$ cat src/rtl/rst_seq_pkg.sv
// Shared types and constants for the reset/start-up sequencer.
// Holds the FSM state type, reset-cause bit positions and the per-state reset levels.
package rst_seq_pkg;

    typedef enum logic [2:0] {
        POR_WAIT = 3'd0,
        POR_REL  = 3'd1,
        RUN      = 3'd2,
        SYS_RST  = 3'd3,
        FULL_RST = 3'd4
    } rst_state_e;

    localparam int CAUSE_W      = 4;
    localparam int CAUSE_POR    = 0;
    localparam int CAUSE_BTN    = 1;
    localparam int CAUSE_SW     = 2;
    localparam int CAUSE_LOCKUP = 3;

    localparam logic [CAUSE_W-1:0] CAUSE_RESET = CAUSE_W'(1) << CAUSE_POR;

    // {poreset_n, hresetn, sys_ready} presented while sitting in a given state
    function automatic logic [2:0] state_outs(rst_state_e s);
        logic [2:0] o;
        case (s)
            POR_REL, SYS_RST: o = 3'b100;
            RUN:              o = 3'b111;
            default:          o = 3'b000;
        endcase
        return o;
    endfunction

endpackage

$ cat src/rtl/rst_seq_ctrl_if.sv
// Reset request / reset output bundle between the sequencer and the system top level.
// The sequencer connects through the slave modport; the system side uses master.
interface rst_seq_ctrl_if;
    import rst_seq_pkg::*;

    logic               btn_rst_n;
    logic               sysresetreq;
    logic               lockup;
    logic               lockup_rst_en;
    logic               rst_cause_clr;
    logic               poreset_n;
    logic               hresetn;
    logic               sys_ready;
    logic [CAUSE_W-1:0] rst_cause;

    modport master (
        output btn_rst_n,
        output sysresetreq,
        output lockup,
        output lockup_rst_en,
        output rst_cause_clr,
        input  poreset_n,
        input  hresetn,
        input  sys_ready,
        input  rst_cause
    );

    modport slave (
        input  btn_rst_n,
        input  sysresetreq,
        input  lockup,
        input  lockup_rst_en,
        input  rst_cause_clr,
        output poreset_n,
        output hresetn,
        output sys_ready,
        output rst_cause
    );

endinterface

$ cat src/rtl/rst_btn_debounce.sv
// Reset-button synchroniser and debouncer: one btn_evt pulse per qualified press.
// After a pulse the debouncer stays disarmed until the button is seen released.
module rst_btn_debounce #(
    parameter int DEBOUNCE_CYCLES = 1024,
    parameter int CNT_W           = 16
) (
    input  logic CLK,
    input  logic RESET,
    input  logic btn_rst_n,
    output logic btn_evt
);

    localparam logic [CNT_W-1:0] DEB_LAST = CNT_W'(DEBOUNCE_CYCLES - 1);

    logic             btn_meta;
    logic             btn_s;
    logic             armed;
    logic [CNT_W-1:0] dcnt;

    // Synchroniser clears to "pressed" so a button held through reset cannot re-arm early.
    always_ff @(posedge CLK) begin
        if (RESET) begin
            btn_meta <= 1'b0;
            btn_s    <= 1'b0;
            armed    <= 1'b0;
            dcnt     <= '0;
            btn_evt  <= 1'b0;
        end else begin
            btn_meta <= btn_rst_n;
            btn_s    <= btn_meta;
            btn_evt  <= 1'b0;
            if (btn_s) begin
                dcnt  <= '0;
                armed <= 1'b1;
            end else if (armed) begin
                if (dcnt == DEB_LAST) begin
                    btn_evt <= 1'b1;
                    armed   <= 1'b0;
                    dcnt    <= '0;
                end else begin
                    dcnt <= dcnt + 1'b1;
                end
            end
        end
    end

endmodule

$ cat src/rtl/rst_seq_ctrl.sv
// Start-up and runtime reset sequencer: PLL settle, ordered domain release,
// button / software / lockup resets and a sticky reset-cause register.
//
// state    | meaning
// POR_WAIT | both resets low, waiting SETTLE_CYCLES for the PLL
// POR_REL  | debug domain released, AHB domain held HOLD_CYCLES
// RUN      | both domains running, sys_ready high
// SYS_RST  | AHB domain reset only, debug survives
// FULL_RST | button reset: both domains low for HOLD_CYCLES, no PLL wait
module rst_seq_ctrl
    import rst_seq_pkg::*;
#(
    parameter int SETTLE_CYCLES   = 4096,
    parameter int HOLD_CYCLES     = 16,
    parameter int DEBOUNCE_CYCLES = 1024,
    parameter int CNT_W           = 16
) (
    input logic           CLK,
    input logic           RESET,
    rst_seq_ctrl_if.slave bus
);

    localparam logic [CNT_W-1:0] SETTLE_LAST = CNT_W'(SETTLE_CYCLES - 1);
    localparam logic [CNT_W-1:0] HOLD_LAST   = CNT_W'(HOLD_CYCLES - 1);

    rst_state_e         state;
    logic [CNT_W-1:0]   cnt;
    logic               poreset_q;
    logic               hresetn_q;
    logic               ready_q;
    logic [CAUSE_W-1:0] cause_q;
    logic [CAUSE_W-1:0] cause_set;
    logic [CAUSE_W-1:0] cause_nxt;
    logic               btn_evt;
    logic               sw_hit;
    logic               lock_hit;
    logic               sys_trig;

    rst_btn_debounce #(
        .DEBOUNCE_CYCLES (DEBOUNCE_CYCLES),
        .CNT_W           (CNT_W)
    ) u_btn_debounce (
        .CLK       (CLK),
        .RESET     (RESET),
        .btn_rst_n (bus.btn_rst_n),
        .btn_evt   (btn_evt)
    );

    // A button event in RUN pre-empts the system reset, so sw/lockup causes are not logged then.
    always_comb begin
        sw_hit                  = bus.sysresetreq;
        lock_hit                = bus.lockup & bus.lockup_rst_en;
        sys_trig                = (state == RUN) && !btn_evt && (sw_hit || lock_hit);
        cause_set               = '0;
        cause_set[CAUSE_BTN]    = btn_evt;
        cause_set[CAUSE_SW]     = sys_trig & sw_hit;
        cause_set[CAUSE_LOCKUP] = sys_trig & lock_hit;
        cause_nxt               = (bus.rst_cause_clr ? '0 : cause_q) | cause_set;
    end

    always_ff @(posedge CLK) begin
        if (RESET) begin
            state     <= POR_WAIT;
            cnt       <= '0;
            poreset_q <= 1'b0;
            hresetn_q <= 1'b0;
            ready_q   <= 1'b0;
            cause_q   <= CAUSE_RESET;
        end else begin
            cause_q <= cause_nxt;
            case (state)
                POR_WAIT: begin
                    if (cnt == SETTLE_LAST) begin
                        state <= POR_REL;
                        cnt   <= '0;
                        {poreset_q, hresetn_q, ready_q} <= state_outs(POR_REL);
                    end else begin
                        cnt <= cnt + 1'b1;
                    end
                end
                POR_REL: begin
                    if (btn_evt) begin
                        state <= FULL_RST;
                        cnt   <= '0;
                        {poreset_q, hresetn_q, ready_q} <= state_outs(FULL_RST);
                    end else if (cnt == HOLD_LAST) begin
                        state <= RUN;
                        cnt   <= '0;
                        {poreset_q, hresetn_q, ready_q} <= state_outs(RUN);
                    end else begin
                        cnt <= cnt + 1'b1;
                    end
                end
                RUN: begin
                    if (btn_evt) begin
                        state <= FULL_RST;
                        cnt   <= '0;
                        {poreset_q, hresetn_q, ready_q} <= state_outs(FULL_RST);
                    end else if (sys_trig) begin
                        state <= SYS_RST;
                        cnt   <= '0;
                        {poreset_q, hresetn_q, ready_q} <= state_outs(SYS_RST);
                    end
                end
                SYS_RST: begin
                    // Counter saturates so a long-held request keeps the AHB domain in reset.
                    if ((cnt >= HOLD_LAST) && !bus.sysresetreq) begin
                        state <= RUN;
                        cnt   <= '0;
                        {poreset_q, hresetn_q, ready_q} <= state_outs(RUN);
                    end else if (cnt < HOLD_LAST) begin
                        cnt <= cnt + 1'b1;
                    end
                end
                FULL_RST: begin
                    if (cnt == HOLD_LAST) begin
                        state <= POR_REL;
                        cnt   <= '0;
                        {poreset_q, hresetn_q, ready_q} <= state_outs(POR_REL);
                    end else begin
                        cnt <= cnt + 1'b1;
                    end
                end
                default: begin
                    state <= POR_WAIT;
                    cnt   <= '0;
                    {poreset_q, hresetn_q, ready_q} <= state_outs(POR_WAIT);
                end
            endcase
        end
    end

    assign bus.poreset_n = poreset_q;
    assign bus.hresetn   = hresetn_q;
    assign bus.sys_ready = ready_q;
    assign bus.rst_cause = cause_q;

endmodule

$ cat src/flat_wrapper.sv
// flat-port wrapper written by rule: the top's interface ports become plain ports
module rst_seq_ctrl_flat import rst_seq_pkg::*;
#(
    parameter int SETTLE_CYCLES   = 4096,
    parameter int HOLD_CYCLES     = 16,
    parameter int DEBOUNCE_CYCLES = 1024,
    parameter int CNT_W           = 16
)
  (CLK, RESET, bus_btn_rst_n, bus_sysresetreq, bus_lockup, bus_lockup_rst_en, bus_rst_cause_clr, bus_poreset_n, bus_hresetn, bus_sys_ready, bus_rst_cause);
  rst_seq_ctrl_if bus_i ();
  input logic CLK;
  input logic RESET;
  input wire logic [$bits(bus_i.btn_rst_n)-1:0] bus_btn_rst_n;
  input wire logic [$bits(bus_i.sysresetreq)-1:0] bus_sysresetreq;
  input wire logic [$bits(bus_i.lockup)-1:0] bus_lockup;
  input wire logic [$bits(bus_i.lockup_rst_en)-1:0] bus_lockup_rst_en;
  input wire logic [$bits(bus_i.rst_cause_clr)-1:0] bus_rst_cause_clr;
  output wire logic [$bits(bus_i.poreset_n)-1:0] bus_poreset_n;
  output wire logic [$bits(bus_i.hresetn)-1:0] bus_hresetn;
  output wire logic [$bits(bus_i.sys_ready)-1:0] bus_sys_ready;
  output wire logic [$bits(bus_i.rst_cause)-1:0] bus_rst_cause;
  assign bus_i.btn_rst_n = bus_btn_rst_n;
  assign bus_i.sysresetreq = bus_sysresetreq;
  assign bus_i.lockup = bus_lockup;
  assign bus_i.lockup_rst_en = bus_lockup_rst_en;
  assign bus_i.rst_cause_clr = bus_rst_cause_clr;
  assign bus_poreset_n = bus_i.poreset_n;
  assign bus_hresetn = bus_i.hresetn;
  assign bus_sys_ready = bus_i.sys_ready;
  assign bus_rst_cause = bus_i.rst_cause;
  rst_seq_ctrl #(.SETTLE_CYCLES(SETTLE_CYCLES), .HOLD_CYCLES(HOLD_CYCLES), .DEBOUNCE_CYCLES(DEBOUNCE_CYCLES), .CNT_W(CNT_W)) u_core (.CLK(CLK), .RESET(RESET), .bus(bus_i));
endmodule
$ cat config.mk
export PLATFORM = sky130hd
export DESIGN_NAME = rst_seq_ctrl_flat
export DESIGN_NICKNAME = d
export VERILOG_FILES = /design/src/rtl/rst_seq_pkg.sv /design/src/rtl/rst_seq_ctrl_if.sv /design/src/rtl/rst_btn_debounce.sv /design/src/rtl/rst_seq_ctrl.sv /design/src/flat_wrapper.sv
export SDC_FILE = /design/constraint.sdc
export NUM_CORES = 1
export LEC_CHECK = 0
export BUFFER_PORTS_ARGS = -buffer_cell sky130_fd_sc_hd__clkbuf_2
export CAP_MARGIN = 20
export CORE_MARGIN = 3
export CORE_UTILIZATION = 40
export CTS_CLUSTER_DIAMETER = 120
export DETAILED_ROUTE_END_ITERATION = 10
export SLEW_MARGIN = 5
export SYNTH_ARGS = -nofsm -noshare
export SYNTH_HDL_FRONTEND = slang
export SYNTH_HIERARCHICAL = 1
export SYNTH_SLANG_ARGS = --single-unit
export TNS_END_PERCENT = 100
$ cat constraint.sdc
create_clock -name CLK -period 3.1 [get_ports CLK]
set_input_delay 0.62 -clock CLK [delete_from_list [all_inputs] [get_ports CLK]]
set_output_delay 0.62 -clock CLK [all_outputs]
set_load 0.05 [all_outputs]
; Word-level counts from Yosys, hierarchy flattened
; Index checks and enable logic that the tools add are counted.
; Widths: inputs -> output; s select.
[word_totals]
reg_bits = 45
in_bits = 7
word_cells = 80
output_inout_bits = 7
[op_classes]
addsub = 2
eq_ne = 13
n_mux = 36
bitwise_logic = 5
n_reduce_logical = 12
magnitude_cmp = 2
[op_table]
columns = operator, count
row1 = $mux 16, 8
row2 = $pmux 16 s5, 1
row3 = $add 16x1->16 const B, 2
row4 = $mux 3, 7
row5 = $eq 16x10->1 const B, 1
row6 = $eq 16x12->1 const B, 1
row7 = $eq 16x4->1 const B, 1
row8 = $ge 16x4->1 const B, 1
row9 = $lt 16x4->1 const B, 1
row10 = $mux 1, 16
row11 = $pmux 3 s5, 1
row12 = $pmux 1 s5, 2
row13 = $eq 3x2->1 const B, 2
row14 = $ne 2x1->1 const B, 3
row15 = $ne 3x2->1 const B, 2
row16 = $reduce_and 5->1, 1
row17 = $mux 4, 1
row18 = $or 4x4->4, 1
row19 = $and 1x1->1, 3
row20 = $eq 3x1->1 const B, 1
row21 = $eq 3x3->1 const B, 1
row22 = $logic_and 1x1->1, 3
row23 = $logic_not 3->1, 1
row24 = $ne 3x1->1 const B, 1
row25 = other kinds (7), 8

; Logic depth before layout (Yosys ltp)
; Gate-level depths: netlist of run 1.
[depth]
word_depth = 6
ltp_mapped = 8
depth_no_buf = 6

; Cells and area by module
; Netlist of run 1, hierarchy kept.
[modules_own_cells]
columns = module, cells_per_inst, area_per_inst_um2, instances, seq_area_each_um2
row1 = rst_seq_ctrl, 165, 1356.3, 1, 500.5
row2 = rst_btn_debounce, 105, 918.4, 1, 400.4

; Worst setup path after synthesis of run 1
; No wires, ideal clock.
[synth_path]
kind = reg-to-reg
startpoint = reg u_core.cnt[12]
endpoint = reg u_core.cnt[15]
arrival_ns = 2.040
n_path_buf = 1
synth_period_minus_slack_ns = 2.181
path_stages_with_launch = 7
setup_time_ns = 0.141
path_slack_ns = 0.919
required_ns = 2.959
cell_sequence = dfxtp_1 > or4_1 > or4_4 > a22o_1 > buf_6 > o211ai_1 > o311ai_0
[synth_via]
elab_chain_cells = 4
word_cells_on_any_way = 14
cone_classes = 1 x add/sub / 2 x order compare / 3 x eq/ne / 6 x mux / 2 x reduce/logical
[synth_lines]
columns = element, line_no
row1 = from (decl), rst_seq_ctrl.sv:27  ; logic [CNT_W-1:0] cnt;
row2 = from (signal assigned), rst_seq_ctrl.sv:78  ; cnt <= cnt + 1'b1;
row3 = from (signal assigned), rst_seq_ctrl.sv:91  ; cnt <= cnt + 1'b1;
row4 = from (signal assigned), rst_seq_ctrl.sv:112  ; cnt <= cnt + 1'b1;
row5 = $add 16x1->16 (tied with other cells), -
row6 = $mux 16 (tied with other cells), rst_seq_ctrl.sv:111  ; end else if (cnt < HOLD_LAST) begin
row7 = $mux 16 (tied with other cells), rst_seq_ctrl.sv:107  ; if ((cnt >= HOLD_LAST) && !bus.sysresetreq) begin
row8 = $pmux 16 s5 or $reduce_and 2->1 (tied branches), -
; Several ways; a longest one is shown, not always the timed one. The select of a mux whose other input is x is not followed.
; A chain may end at the register's enable or synchronous reset.

; Worst setup path in the final report of run 1
[layout_path]
startpoint = reg u_core.cnt[12]
endpoint = reg u_core.state[2]
[layout_via]
elab_chain_cells = 4
word_cells_on_any_way = 9
cone_classes = 1 x order compare / 6 x eq/ne / 2 x reduce/logical
[layout_lines]
columns = element, line_no
row1 = $ge 16x4->1, rst_seq_ctrl.sv:107
row2 = $logic_and 1x1->1, rst_seq_ctrl.sv:107
row3 = $ne 2x1->1 (no line), -
row4 = $reduce_and 5->1 (no line) *, -
row5 = to (signal assigned), rst_seq_ctrl.sv:108  ; state <= RUN;
row6 = to (signal assigned), rst_seq_ctrl.sv:117  ; state <= POR_REL;
row7 = to (signal assigned), rst_seq_ctrl.sv:125  ; state <= POR_WAIT;
row8 = to (decl), rst_seq_ctrl.sv:26  ; rst_state_e state;
; Mark *: on every way between the ends. The rest lies on a longest branch, timed or not.

==> results of run 1 <==
[sequential cells by signal, summed over array words and instances, names as in the netlist]
| signal | flops |
|---|---|
| u_core/bus.rst_cause | 4 |
| u_core/u_btn_debounce/armed | 1 |
| u_core/u_btn_debounce/dcnt | 16 |
| u_core/u_btn_debounce/btn_evt | 1 |
| u_core/bus.poreset_n | 1 |
| u_core/u_btn_debounce/btn_meta | 1 |
| u_core/cnt | 16 |
| u_core/state | 3 |
| u_core/u_btn_debounce/btn_s | 1 |
| u_core/bus.sys_ready | 1 |
[per-layer routing]
layer | up-vias | share of wire (%) | global-route usage [%]
li1 | 1011 | - | -
met1 | 895 | 52 | 22.6
met2 | 36 | 42 | 21.8
met3 | 5 | 5.3 | 4.39
met4 | 0 | 1.1 | 5.24
met5 | - | 0 | 0
[how the worst max path moves through the flow]
stage                 endpoint  slack, ns  cells past startpoint
3_3_place_gp   u_core/state[2]       0.76                      5
6_report       u_core/state[2]       0.72                      5
4_1_cts        u_core/state[2]       0.70                      5
5_1_grt        u_core/state[2]       0.59                      5
2_1_floorplan   u_core/cnt[15]       0.92                      6
3_5_place_dp   u_core/state[2]       0.71                      5
[cell type report]
cell class | instances | area, µm² | share of cell area, %
clock buffers | 6 | 82.6 | 3.30
flip-flops and latches | 45 | 901 | 36.1
clock inverters | 2 | 37.5 | 1.50
well taps | 70 | 87.6 | 3.51
repair buffers | 15 | 80.1 | 3.20
inverters | 9 | 33.8 | 1.35
multi-input cells | 203 | 1280 | 51.1
[cell usage after synthesis (all sizes together), types with 2 or more instances]
cell type	instances	area, µm²
xor2	6	52.6
nand2b	4	25.0
nor3	11	60.1
o311ai	3	26.3
o2111ai	2	17.5
inv	9	33.8
nor2	31	116
nor2b	5	31.3
a21o	2	15.0
or3	4	25.0
o31ai	3	22.5
nand3b	3	22.5
clkbuf	8	30.0
and3	2	12.5
a21oi	13	65.1
nand2	14	52.6
dfxtp	45	901
xnor2	16	140
buf	5	33.8
nand4	8	50.1
nand3	12	65.1
or4	7	60.1
nor4b	3	26.3
nor4	14	87.6
or2	5	31.3
o21ai	9	48.8
a22oi	2	15.0
o211ai	5	37.5
ha	2	25.0
a41oi	2	17.5
[critical path: cells and delay by family, from the launching register on]
| family | cells | cell delay, ns |
|---|---|---|
| AOI/OAI and AO/OA | 2 | 0.69 |
| muxes | 1 | 0.13 |
| and+or+nand+nor | 2 | 1.09 |
| DFF | 1 | 0.34 |
[where the power goes]
group | switching, mW | leakage, nW | total (mW) | internal, mW
combinational | 0.0813 | 0.399 | 0.131 | 0.0494
clock | 0.208 | 0.0574 | 0.470 | 0.262
sequential | 0.0250 | 0.364 | 0.622 | 0.597
[kinds of logic (layout without fill, tap and decap cells)]
| kind of cell | Yosys count | in the layout | synth area share [%] |
|---|---|---|---|
| adder cells (fa/ha/maj) | 2 | 2 | 1.10 |
| AND/OR/NAND/NOR | 128 | 128 | 31.0 |
| multiplexers | 1 | 1 | 0.440 |
| XOR/XNOR | 22 | 22 | 8.47 |
| flip-flops | 45 | 45 | 39.6 |
| buffers and inverters | 22 | 32 | 4.29 |
| AO/OA/AOI/OAI | 50 | 50 | 15.1 |
==> metrics.md, run 1 <==
| Metric | Value |
|---|---|
| Worst Hold Depth | `1` |
| Core footprint | `5300 µm²` |
| Number of enable flip-flop cells after synthesis | `0` |
| Final Net Count | `288` |
| Setup tns final | `0 ns` |
| Final Util | `47.1%` |
| RSZ-0062 raised after global routing | `false` |
| Avg Synthesized Cell Area | `8.42 µm²` |
| DRC | `0` |
| Placed Area | `2380 µm²` |
| Die Y | `81.4 µm` |
| Fmax | `421 MHz` |
| Most frequent cells in the layout | `dfxtp_1, nor2_1, xnor2_1` |
| CP max-delay cell | `or4_4` |
| Clk sink count | `45` |
| Setup Crit Path Kind | `flop to flop` |
| H-tree depth | `2` |
| Clock tree root buffer cell | `clkbuf_8` |
| Routed WL | `4.79 mm` |
| Worst skew pair latency | `0.30 ns` |
| Top FF cell, synth | `dfxtp_1` |
| P&R area growth vs syn | `9.85%` |
| CTS Hold Bufs | `0` |
| Capture point of the worst reg-to-reg path | `u_core/state[2]` |
| Worst-path fanout max | `14` |
| Layout cells sized above 1 | `11.4%` |
| Outcome | `finished clean` |
| Post-Layout Cell Count | `350` |
| Initial antenna violation count | `0` |
| Pins Over Slew Limit | `0` |
| Gr ovfl total | `0` |
| Fill cell count | `523` |
| R2R depth | `5` |
| Max rail drop VDD | `0.198 mV` |
| Clock transition at path regs | `0.09 ns` |
| Initial DRC count | `141` |
| Vias after detailed routing | `1947` |
| CTS tree | `yes` |
| Worst Hold Launch | `u_core/u_btn_debounce/btn_meta` |
| Final setup viols | `0` |
| Max_cap viols | `0` |
| Wirelength per Cell | `13.7 µm` |
| Synth warn | `6` |
| Hold WC Path Type | `flop to flop` |
| Number of global-route vias before repair | `1703` |
| Worst endpoint required time | `3.27 ns` |
| Final period utilization | `76.7%` |
| Hold WS | `0.459 ns` |
| Setup Fix Bufs, Post-CTS | `0` |
| PD cells | `489 nW/µm²` |
| First-pass GRT wire length | `8.09 mm` |
| Post-CTS sizing | `0` |
| CP endpoint kind | `flop` |
| Startpoint Class | `flop` |
| Minimum clock period | `2.38 ns` |
| Total Power | `1.22 mW` |
| I/O pin count | `14` |
| # diodes | `0` |
| CTS Buf Count | `5` |
| Longest Clk Path Bufs | `2` |
| # rows | `26` |
| Leakage power | `0.821 nW` |
| Synthesized area | `2270 µm²` |
| Dpl ws | `0.714 ns` |
| Cell Count Post-Placement | `342` |
| Port Buffer Count | `13` |
| DR vias/cell | `5.56` |
| Post-Syn Nets | `279` |
| Leading cell type in the layout, fill and taps excluded | `dfxtp_1` |
| Slew Limit Headroom | `60.1%` |
| Effective utilization at floorplan | `42.9%` |
| Die area | `6630 µm²` |
| Global-route usage over all layers | `15.5%` |
| Setup slack after layout | `0.722 ns` |
| Ys async rst share | `0%` |
| Critical Path Source | `u_core/cnt[12]` |
| Placer Congestion | `0.840` |
| CP Cell Sequence | `or4_1 > or4_4 > a22oi_1 > a21o_1 > mux2i_1` |
| Reg2Reg Launch Point | `u_core/cnt[12]` |
| DP HPWL | `3.37 mm` |
| Synth cell types | `54` |
| Reg2reg setup slack | `0.72 ns` |
| Mapped Cells | `270` |
| Tightest Pin Transition | `0.598 ns` |
| Post-route ant nets | `0` |
| Sequential area share after synthesis | `39.6%` |
| Final Hold Vio Count | `0` |
| Pin count of the biggest net entering global routing | `19` |
| Clock skew | `0.00426 ns` |
| #FFs+latches synth | `45` |
| Die width | `81.4 µm` |
| Final Cell Area | `2500 µm²` |
| Worst hold endpoint | `u_core/u_btn_debounce/btn_s` |
| Crit path DAT | `2.55 ns` |
| First-pass iteration count of the detailed router | `4` |
| CP peak stage delay | `0.56 ns` |
(Power assumes the default switching activity.)
==> run 2: changes to the inputs <==
- clock period: 3.1 -> 2.1 ns (I/O delays scaled with it)
==> metrics.md, run 2 (synthesized netlist as in run 1, its figures left out) <==
| Metric | Value |
|---|---|
| Pins Over Slew Limit | `0` |
| CP Depth | `4` |
| Placer Congestion | `0.827` |
| Met2 wire length | `2.24 mm` |
| Tightest Pin Transition | `0.565 ns` |
| H-tree depth | `2` |
| Final period utilization | `96.9%` |
| Final Util | `52.3%` |
| Total Power | `1.85 mW` |
| I/O pin count | `14` |
| Worst-path fanout max | `5` |
| CP Cell Sequence | `or4_1 > or4_4 > a22o_4 > o41ai_1` |
| Max rail drop VDD | `0.374 mV` |
| Most frequent cells in the layout | `dfxtp_1, nor2_1, buf_4` |
| Layout cells sized above 1 | `22.2%` |
| Die Y | `81.4 µm` |
| Number of global-route vias before repair | `1963` |
| Minimum clock period | `2.04 ns` |
| CTS tree | `yes` |
| Longest Clk Path Bufs | `2` |
| CTS Buf Count | `5` |
| Worst path buffer plus inverter count | `0` |
| Vias after detailed routing | `2101` |
| Clock tree root buffer cell | `clkbuf_8` |
| Final setup viols | `0` |
| CP endpoint kind | `flop` |
| Die area | `6630 µm²` |
| DR top layer | `met4` |
| Clock skew | `0.0191 ns` |
| Leading cell type in the layout, fill and taps excluded | `dfxtp_1` |
| Final Hold Vio Count | `0` |
| Gr ovfl total | `0` |
| M1 wire length | `2.63 mm` |
| PD cells | `666 nW/µm²` |
| Wirelength per Cell | `13.5 µm` |
| Initial antenna violation count | `0` |
| Outcome | `finished clean` |
| Worst endpoint required time | `2.30 ns` |
| # diodes | `0` |
| Pin count of the biggest net entering global routing | `15` |
| CP max-delay cell | `or4_1` |
| Initial DRC count | `143` |
| Setup Crit Path Kind | `flop to flop` |
| Port Buffer Count | `13` |
| Placed Area | `2610 µm²` |
| RSZ-0062 raised after global routing | `true` |
| Delay-heaviest family, CP | `simple AND/OR/NAND/NOR gates` |
| Post-Layout Cell Count | `381` |
| Clock transition at path regs | `0.09 ns` |
| Reg2Reg Launch Point | `u_core/cnt[12]` |
| Startpoint Class | `flop` |
| CP peak stage delay | `0.51 ns` |
| Max_cap viols | `0` |
| Crit path DAT | `2.23 ns` |
| Global-route usage over all layers | `17.6%` |
| Setup crit end | `u_core/bus.sys_ready` |
| Setup tns final | `0 ns` |
| Critical Path Source | `u_core/cnt[12]` |
| Die width | `81.4 µm` |
| Final Cell Area | `2780 µm²` |
| First-pass iteration count of the detailed router | `4` |
| R2R depth | `4` |
| Hold WC Path Type | `input port to flop` |
| P&R area growth vs syn | `22.0%` |
| Effective utilization at floorplan | `42.9%` |
| Slew Limit Headroom | `61.8%` |
| DR vias/cell | `5.51` |
| CTS Hold Bufs | `0` |
| Clk sink count | `45` |
| Post-route ant nets | `0` |
| Capture point of the worst reg-to-reg path | `u_core/bus.sys_ready` |
| # rows | `26` |
| Routed WL | `5.16 mm` |
| Leakage power | `0.979 nW` |
| First-pass GRT wire length | `9.10 mm` |
| DP HPWL | `3.74 mm` |
| Worst skew pair latency | `0.31 ns` |
| Met3 routed WL | `264 µm` |
| DRC | `0` |
| Fmax | `491 MHz` |
| Final Net Count | `319` |
| Cell Count Post-Placement | `371` |
| Core footprint | `5300 µm²` |
| Reg2reg setup slack | `0.06 ns` |
## run 2: final cells by class
cell class | count | area [µm²]
Sequential cell | 45 | 902
Multi-Input combinational cell | 204 | 1320
Clock inverter | 2 | 38.8
Clock buffer | 6 | 72.6
Tap cell | 70 | 87.6
Timing Repair Buffer | 45 | 318
Inverter | 9 | 33.8
Fill cell | 499 | 2530
## run 2: worst min-delay path by stage
stage / start / to / slack (ns) / depth (start not counted)
floorplan: u_core/u_btn_debounce/btn_meta / u_core/u_btn_debounce/btn_s / 0.41 / 1
global placement: u_core/u_btn_debounce/btn_meta / u_core/u_btn_debounce/btn_s / 0.42 / 1
detailed placement: u_core/u_btn_debounce/btn_meta / u_core/u_btn_debounce/btn_s / 0.44 / 1
CTS: bus_btn_rst_n / u_core/u_btn_debounce/btn_meta / 0.33 / 2
global route: bus_btn_rst_n / u_core/u_btn_debounce/btn_meta / 0.33 / 2
finish: bus_btn_rst_n / u_core/u_btn_debounce/btn_meta / 0.34 / 2
## run 2: routing by layer
metal	up-vias	global-route usage, %
met4	0	4.05
met2	43	27.1
met1	976	24.3
li1	1080	-
met5	-	0
met3	2	4.93
## run 2: metrics by stage
stage          setup WS (ns)  hold slack [ns]
2_1_floorplan       0.000572            0.414
3_3_place_gp         -0.0188            0.424
3_5_place_dp         -0.0527            0.437
4_1_cts               0.0334            0.332
5_1_grt              -0.0375            0.333
6_report              0.0643            0.338
## run 2: power breakdown
group / total (mW) / internal [mW] / switching, mW
sequential: 0.905 / 0.883 / 0.0218
clock: 0.665 / 0.358 / 0.307
combinational: 0.278 / 0.121 / 0.156
## run 2: what timing repair did
| item | in CTS | in global routing |
|---|---|---|
| cloned | 1 | 0 |
| resized for setup | 3 | 5 |
| pin swaps | 3 | 5 |
| endpoints found under the setup margin | 18 | 19 |
| endpoints found under the hold margin | 0 | 0 |
| setup buffers | 0 | 1 |
==> run 3: changes to the inputs <==
- CORE_UTILIZATION: 40 -> 45
==> metrics.md, run 3 (synthesized netlist as in run 1, its figures left out) <==
| Metric | Value |
|---|---|
| Most frequent cells in the layout | `dfxtp_1, nor2_1, buf_4` |
| CP endpoint kind | `flop` |
| Number of global-route vias before repair | `1926` |
| Violated checks | `negative setup slack` |
| Tightest Pin Transition | `0.546 ns` |
| Final period utilization | `101%` |
| Max_cap viols | `0` |
| Worst-path fanout max | `5` |
| Outcome | `complete, but fails checks` |
| DP HPWL | `3.75 mm` |
| First-pass iteration count of the detailed router | `5` |
| Clock tree root buffer cell | `clkbuf_8` |
| Leading cell type in the layout, fill and taps excluded | `dfxtp_1` |
| Setup Crit Path Kind | `flop to flop` |
| Clock skew | `0.00961 ns` |
| Layout cells sized above 1 | `21.5%` |
| Final setup viols | `3` |
| Leakage power | `0.967 nW` |
| CTS tree | `yes` |
| Startpoint Class | `flop` |
| H-tree depth | `2` |
| Delay-heaviest family, CP | `simple AND/OR/NAND/NOR gates` |
| Initial antenna violation count | `0` |
| Worst endpoint required time | `2.29 ns` |
| Placed Area | `2590 µm²` |
| Worst path buffer plus inverter count | `0` |
| # diodes | `0` |
| DR vias/cell | `5.50` |
| Core footprint | `4820 µm²` |
| CP peak stage delay | `0.53 ns` |
| Die area | `5940 µm²` |
| Die Y | `77.1 µm` |
| Minimum clock period | `2.11 ns` |
| # rows | `25` |
| Final Cell Area | `2730 µm²` |
| Port Buffer Count | `13` |
| Slew Limit Headroom | `63.3%` |
| First-pass GRT wire length | `8.97 mm` |
| CP Cell Sequence | `or4_1 > or4_4 > a22o_4 > o311ai_2 > o41ai_1` |
| Crit path DAT | `2.31 ns` |
| Final Hold Vio Count | `0` |
| Clock transition at path regs | `0.10 ns` |
| Final Net Count | `319` |
| Hold WS | `0.325 ns` |
| PD cells | `642 nW/µm²` |
| DRC | `0` |
| Placer Congestion | `0.791` |
| Fmax | `473 MHz` |
| CP max-delay cell | `or4_4` |
| Wirelength per Cell | `13.6 µm` |
| CTS Buf Count | `5` |
| Clk sink count | `45` |
| Routed WL | `5.13 mm` |
| Longest Clk Path Bufs | `2` |
| Worst skew pair latency | `0.30 ns` |
| Effective utilization at floorplan | `47.2%` |
| Post-route ant nets | `0` |
| P&R area growth vs syn | `20.2%` |
| Vias after detailed routing | `2080` |
| Pin count of the biggest net entering global routing | `19` |
| Setup slack after layout | `-0.0141 ns` |
| Hold WC Path Type | `input port to flop` |
| Gr ovfl total | `0` |
| Pins Over Slew Limit | `0` |
| RSZ-0062 raised after global routing | `true` |
| CTS Hold Bufs | `0` |
| Fill cell count | `462` |
| Max rail drop VDD | `0.386 mV` |
| I/O pin count | `14` |
| Initial DRC count | `83` |
| Die width | `77.1 µm` |
| Global-route usage over all layers | `18.2%` |
-- run 3: timing repair --
| action | in CTS | in global routing |
|---|---|---|
| setup buffers | 1 | 0 |
| hold endpoints to repair | 0 | 0 |
| gates cloned | 1 | 0 |
| endpoints found under the setup margin | 14 | 18 |
| gates resized for setup | 5 | 2 |
| pin swaps | 3 | 1 |
-- run 3: routing by layer --
layer	part of all wire [%]	routed length (µm)	GRT usage (%)
met5	0	0	0
met2	43	2200	27.4
met4	0.84	43	4.80
met1	52	2660	25.9
met3	4.5	231	4.23
-- run 3: final cells by class --
type                       instances  area, µm²  area share [%]
clock buffer                       5       68.8            2.52
clock inverter                     3       25.0           0.915
inverter                           9       33.8            1.24
multi-input combinational        204       1310            47.8
sequential                        45        902            33.0
tap                               67       83.8            3.07
timing repair buffer              45        313            11.4
-- run 3: power breakdown --
group          switching, mW  total (mW)  internal, mW
clock                  0.331       0.574         0.243
sequential            0.0211       0.903         0.882
combinational          0.154       0.280         0.126
-- run 3: stage by stage --
stage / utilization, % / cells / TNS, ns / power (mW) / worst slack, ns
final: 56.8 / 378 / -0.0262 / 1.76 / -0.0141
after global placement: 53.8 / 368 / -0.0424 / 1.18 / -0.0216
after detailed placement: 53.8 / 368 / -0.168 / 1.18 / -0.0598
after CTS: 56.6 / 378 / -0.0133 / 1.77 / -0.00863
after floorplan: - / 270 / 0 / 1.10 / 0.000572
after global routing: 56.8 / 378 / -1.32 / 1.84 / -0.102
-- run 3: worst paths after layout --
check	from	end	slack, ns	cells after the start
setup reg to reg	u_core/cnt[12]	u_core/bus.sys_ready	-0.01	5
hold reg to reg	u_core/bus.rst_cause[0]	u_core/bus.rst_cause[0]	0.47	1
hold / removal	bus_btn_rst_n	u_core/u_btn_debounce/btn_meta	0.33	2
setup / recovery	u_core/cnt[12]	u_core/bus.sys_ready	-0.01	5
